### config.mk
export PLATFORM = sky130hd
export DESIGN_NAME = switch_step_conditioner
export DESIGN_NICKNAME = d
export VERILOG_FILES = /design/src/rtl/switch_step_conditioner.sv
export SDC_FILE = /design/constraint.sdc
export NUM_CORES = 1
export LEC_CHECK = 0
export CORE_MARGIN = 4
export CORE_UTILIZATION = 40
export CTS_CLUSTER_SIZE = 12
export DETAILED_ROUTE_END_ITERATION = 8
export PLACE_DENSITY = 0.65
export SYNTH_ARGS = -nofsm -noshare
export SYNTH_HDL_FRONTEND = slang
export SYNTH_SLANG_ARGS = --single-unit
### constraint.sdc
create_clock -name clk -period 2.25 [get_ports clk]
set_input_delay 0.45 -clock clk [delete_from_list [all_inputs] [get_ports clk]]
set_output_delay 0.45 -clock clk [all_outputs]
set_load 0.02 [all_outputs]
### src/rtl/switch_step_conditioner.sv
// Switch front-end for the lab FSMs. Each switch, and the step switch, passes through a
// two-flop synchroniser and a counting debouncer. Clean switch levels appear on sw_out.
// A debounced press of the step switch gives a single-cycle advance enable.
module switch_step_conditioner #(
  parameter int unsigned W               = 2,
  parameter int unsigned DEBOUNCE_CYCLES = 4,
  parameter int unsigned CNT_W           = 20
) (
  input  logic         clk,
  input  logic         reset,
  input  logic [W-1:0] sw_in,
  input  logic         step_sw,
  output logic [W-1:0] sw_out,
  output logic         step_pulse,
  output logic         sw_change,
  output logic         stable
);

  // Channels 0..W-1 are the select switches; channel W is the step switch.
  localparam int unsigned NCh = W + 1;
  localparam logic [CNT_W-1:0] CntMax = CNT_W'(DEBOUNCE_CYCLES - 1);
  localparam logic [CNT_W-1:0] CntOne = CNT_W'(1);

  logic [NCh-1:0]   raw;
  logic [NCh-1:0]   sync1_q, sync2_q;
  logic [NCh-1:0]   deb_q, deb_d;
  logic [CNT_W-1:0] cnt_q [NCh];
  logic [CNT_W-1:0] cnt_d [NCh];
  logic             step_pulse_q, step_pulse_d;
  logic             sw_change_q, sw_change_d;

  assign raw = {step_sw, sw_in};

  // Debounce next state: a level is accepted once it has differed for DEBOUNCE_CYCLES edges.
  always_comb begin
    for (int i = 0; i < NCh; i++) begin
      deb_d[i] = deb_q[i];
      cnt_d[i] = '0;
      if (sync2_q[i] != deb_q[i]) begin
        if (cnt_q[i] == CntMax) begin
          deb_d[i] = sync2_q[i];
        end else begin
          cnt_d[i] = cnt_q[i] + CntOne;
        end
      end
    end
    step_pulse_d = deb_d[W] & ~deb_q[W];
    sw_change_d  = |(deb_d[W-1:0] ^ deb_q[W-1:0]);
  end

  // Synchronisers, debounce state and registered event pulses.
  always_ff @(posedge clk) begin
    if (reset) begin
      sync1_q      <= '0;
      sync2_q      <= '0;
      deb_q        <= '0;
      step_pulse_q <= 1'b0;
      sw_change_q  <= 1'b0;
      for (int i = 0; i < NCh; i++) begin
        cnt_q[i] <= '0;
      end
    end else begin
      sync1_q      <= raw;
      sync2_q      <= sync1_q;
      deb_q        <= deb_d;
      step_pulse_q <= step_pulse_d;
      sw_change_q  <= sw_change_d;
      for (int i = 0; i < NCh; i++) begin
        cnt_q[i] <= cnt_d[i];
      end
    end
  end

  // Idle when no channel is mid-qualification.
  always_comb begin
    stable = 1'b1;
    for (int i = 0; i < NCh; i++) begin
      if ((sync2_q[i] != deb_q[i]) || (cnt_q[i] != '0)) begin
        stable = 1'b0;
      end
    end
  end

  assign sw_out     = deb_q[W-1:0];
  assign step_pulse = step_pulse_q;
  assign sw_change  = sw_change_q;

endmodule

==> results.cfg <==
[outcome]
outcome = finished, final reports clean

[floorplanning]
die_w_um = 98.1
pin_count = 10
core-area_um2 = 7810
row_count = 32
die_area_um2 = 9620
start_util = 0.416
die_height_um = 98.1

[final_layout]
layout-drive-gt1-share = 0.197
fill_cells = 743
num_antenna_cells = 0
regArea_um2 = 1420
nNetsFinal = 453
multi_input_area_um2 = 1780
syn2layout_area_growth_pct = 25.5
finalInstanceArea_um2 = 4070

[clock_network]
clkTransAtPathRegs_ns = 0.07
root_buffer = clkbuf_8
htree_levels = 3
cts_buffers = 9
cts.path.max_buffers = 2
clkLatencyLatePin_ns = 0.35
cts_tree = yes
cts_sinks = 71

[sta]
finClkSkew_ns = 0.00647
fmax_mhz = 460
hold_viol = 0
min_period_over_period = 0.965
finalMaxSlewViolations = 0
finalSetupViolations = 0
min_period_ns = 2.17
worst_hold_slack_ns = 0.445
tightest_slew_ns = 0.434
slew_headroom = 0.708
rsz0062_at_grt = true

[synthesis]
synthTopCellsByArea = dfxtp_1 (44%), nor2_1 (6.0%), xor2_1 (5.9%), xnor2_1 (4.9%), nand3_1 (3.5%)
synth-seq-cells = 71
yosysWarnings = 0
synth_cell_types = 38
synth_cells = 378
synth_edf_count = 0
yosys.area.top_type = dfxtp_1
synth_ff_type = dfxtp_1
seq_area_frac_synth = 0.438
netlist_area_um2 = 3240
syn_nets = 389
synth_top_area_frac = 0.438
async_flop_share = 0
postSynthAreaPerCell_um2 = 8.58

[setup_path]
startpoint = cnt_q[0][17]$_SDFF_PP0_
critPathKind = reg2out
critPathRequiredTime_ns = 1.80
cp-end-kind = output port
critPathMaxFanout = 5
cp.arrival_ns = 1.72
r2r_slack_ns = 0.30
r2r_start = cnt_q[0][44]$_SDFF_PP0_
worstSetupStartpointType = flop

[grt]
grt_pass1_vias = 2671
antenna_found_initial = 0
grt_max_degree = 20
grt_usage = 0.149
grt_pass1_wl_um = 11800
overflow = 0

[routing]
routedWlPerCell_um = 12.6
ant_nets = 0
drc = 0
wirelength_um = 6940
drt-pass1-iter-count = 4
num_vias = 2781
via_per_inst = 5.07
drt-initial-drc-count = 90

[placement]
placed_cell_area_um2 = 3810
hpwl_um = 4890
gp_congestion = 0.813
port-buffer-count = 9

[power_and_ir_drop]
p_sw_frac = 0.232
power.density_nw_per_um2 = 536
p_comb_frac = 0.023
pwr-share-clk = 0.397
intPower_w = 0.00168
p_leak_nw = 1.46
p_switching_w = 0.000506
pwr-share-seq = 0.580
ir_drop_mv = 0.321

[worst_hold_path]
hold_start = sync1_q[0]$_SDFF_PP0_
hold_class = reg2reg

[flow_run]
drv_cap = 0
## stage by stage
stage | cells | setup TNS [ns] | util | setup slack, ns | power (W)
floorplan | 378 | 0 | - | 0.436 | 0.00132
global placement | 531 | -0.133 | 0.488 | -0.133 | 0.00134
detailed placement | 531 | -0.152 | 0.488 | -0.152 | 0.00134
CTS | 548 | 0 | 0.513 | 0.0122 | 0.00221
global route | 549 | -0.0433 | 0.521 | -0.0433 | 0.00227
finish | 549 | 0 | 0.521 | 0.0779 | 0.00218
## synth_stat cells (2+ instances only)
master and number:
dfxtp_1 71, nor2_1 52, nand3_1 23, xor2_1 22, nand2_1 21, inv_1 18
xnor2_1 18, a21oi_1 16, nor4_1 16, nand4_1 15, nor3_1 14, o21ai_0 11
and4_1 8, clkbuf_1 8, or4_1 8, nor2b_1 7, o31ai_1 7, and3_1 6
ha_1 6, or3_1 5, nand2b_1 3, nand4b_1 3, and2_1 2, buf_4 2
o21bai_1 2, or2_2 2
## area by class of cell
class                           count  area share
Multi-Input combinational cell    277       0.436
Sequential cell                    71       0.350
Timing Repair Buffer               65       0.126
Tap cell                          102      0.0314
Clock buffer                        9      0.0304
Inverter                           18      0.0166
Clock inverter                      7     0.00984
## layer usage
layer  wire [µm]  GRT usage
met1        3310      0.183
met2        3280      0.247
met3         236     0.0486
met4         106     0.0501
met5           0          0
## placed cells by master (no fill, tap or decap), types with 2 or more instances in the layout
cell | synthesis | final
a21oi_1 | 16 | 16
and2_1 | 2 | 2
and3_1 | 6 | 6
and4_1 | 8 | 8
buf_4 | 2 | 56
clkbuf_8 | 0 | 9
clkdlybuf4s50_1 | 0 | 8
clkinv_2 | 0 | 5
clkinvlp_4 | 0 | 2
dfxtp_1 | 71 | 69
dfxtp_2 | 0 | 2
ha_1 | 6 | 6
inv_1 | 18 | 18
nand2_1 | 21 | 21
nand2b_1 | 3 | 3
nand3_1 | 23 | 23
nand4_1 | 15 | 15
nand4b_1 | 3 | 3
nor2_1 | 52 | 52
nor2b_1 | 7 | 7
nor3_1 | 14 | 13
nor4_1 | 16 | 9
nor4_2 | 0 | 4
nor4_4 | 0 | 3
o21ai_0 | 11 | 11
o21bai_1 | 2 | 2
o31ai_1 | 7 | 7
or2_2 | 2 | 2
or3_1 | 5 | 5
or4_1 | 8 | 8
xnor2_1 | 18 | 18
xor2_1 | 22 | 22
## repair_timing
| action | in CTS | in global routing |
|---|---|---|
| buffers inserted | 1 | 1 |
| hold buffers | 0 | 0 |
| endpoints found under the hold margin | 0 | 0 |
| gates resized for setup | 9 | 10 |
| endpoints found under the setup margin | 1 | 1 |
| pin swaps | 4 | 5 |
## power groups by stage
stage / registers [W] / logic [W] / clock network (W)
floorplan: 0.00129 / 0.0000265 / 0
global placement: 0.00129 / 0.0000487 / 0
detailed placement: 0.00130 / 0.0000493 / 0
CTS: 0.00127 / 0.0000486 / 0.000894
global route: 0.00127 / 0.0000550 / 0.000944
finish: 0.00127 / 0.0000494 / 0.000866
## state kept, by name, summed over array words and instances, names as in the netlist
| signal | cells |
|---|---|
| cnt_q | 60 |
| deb_q | 3 |
| sync1_q | 3 |
| sync2_q | 3 |
| step_pulse | 1 |
| sw_change | 1 |
## logic make-up after synthesis
family,Yosys count,synth area share
flip-flops,71,0.438
XOR/XNOR,40,0.108
buffers and inverters,30,0.0378
AND/OR/NAND/NOR,189,0.315
adder cells (fa/ha/maj),6,0.0231
AO/OA/AOI/OAI,41,0.0752
multiplexers,1,0.00309
## critical path, cell delays in order (launching register included)
cell and delay [ns]:
dfxtp_2 0.35, nor4_4 0.29, nand4_1 0.17, nor3_2 0.20, and4_1 0.24, buf_6 0.12
## final timing paths
check,depth (start not counted),to
worst max-delay path,5,stable
worst max register to register,5,cnt_q[0][56]$_SDFF_PP0_
worst min register to register,1,sync2_q[0]$_SDFF_PP0_
worst min-delay path,1,sync2_q[0]$_SDFF_PP0_
Note: power is estimated with default switching activity, not from simulation.
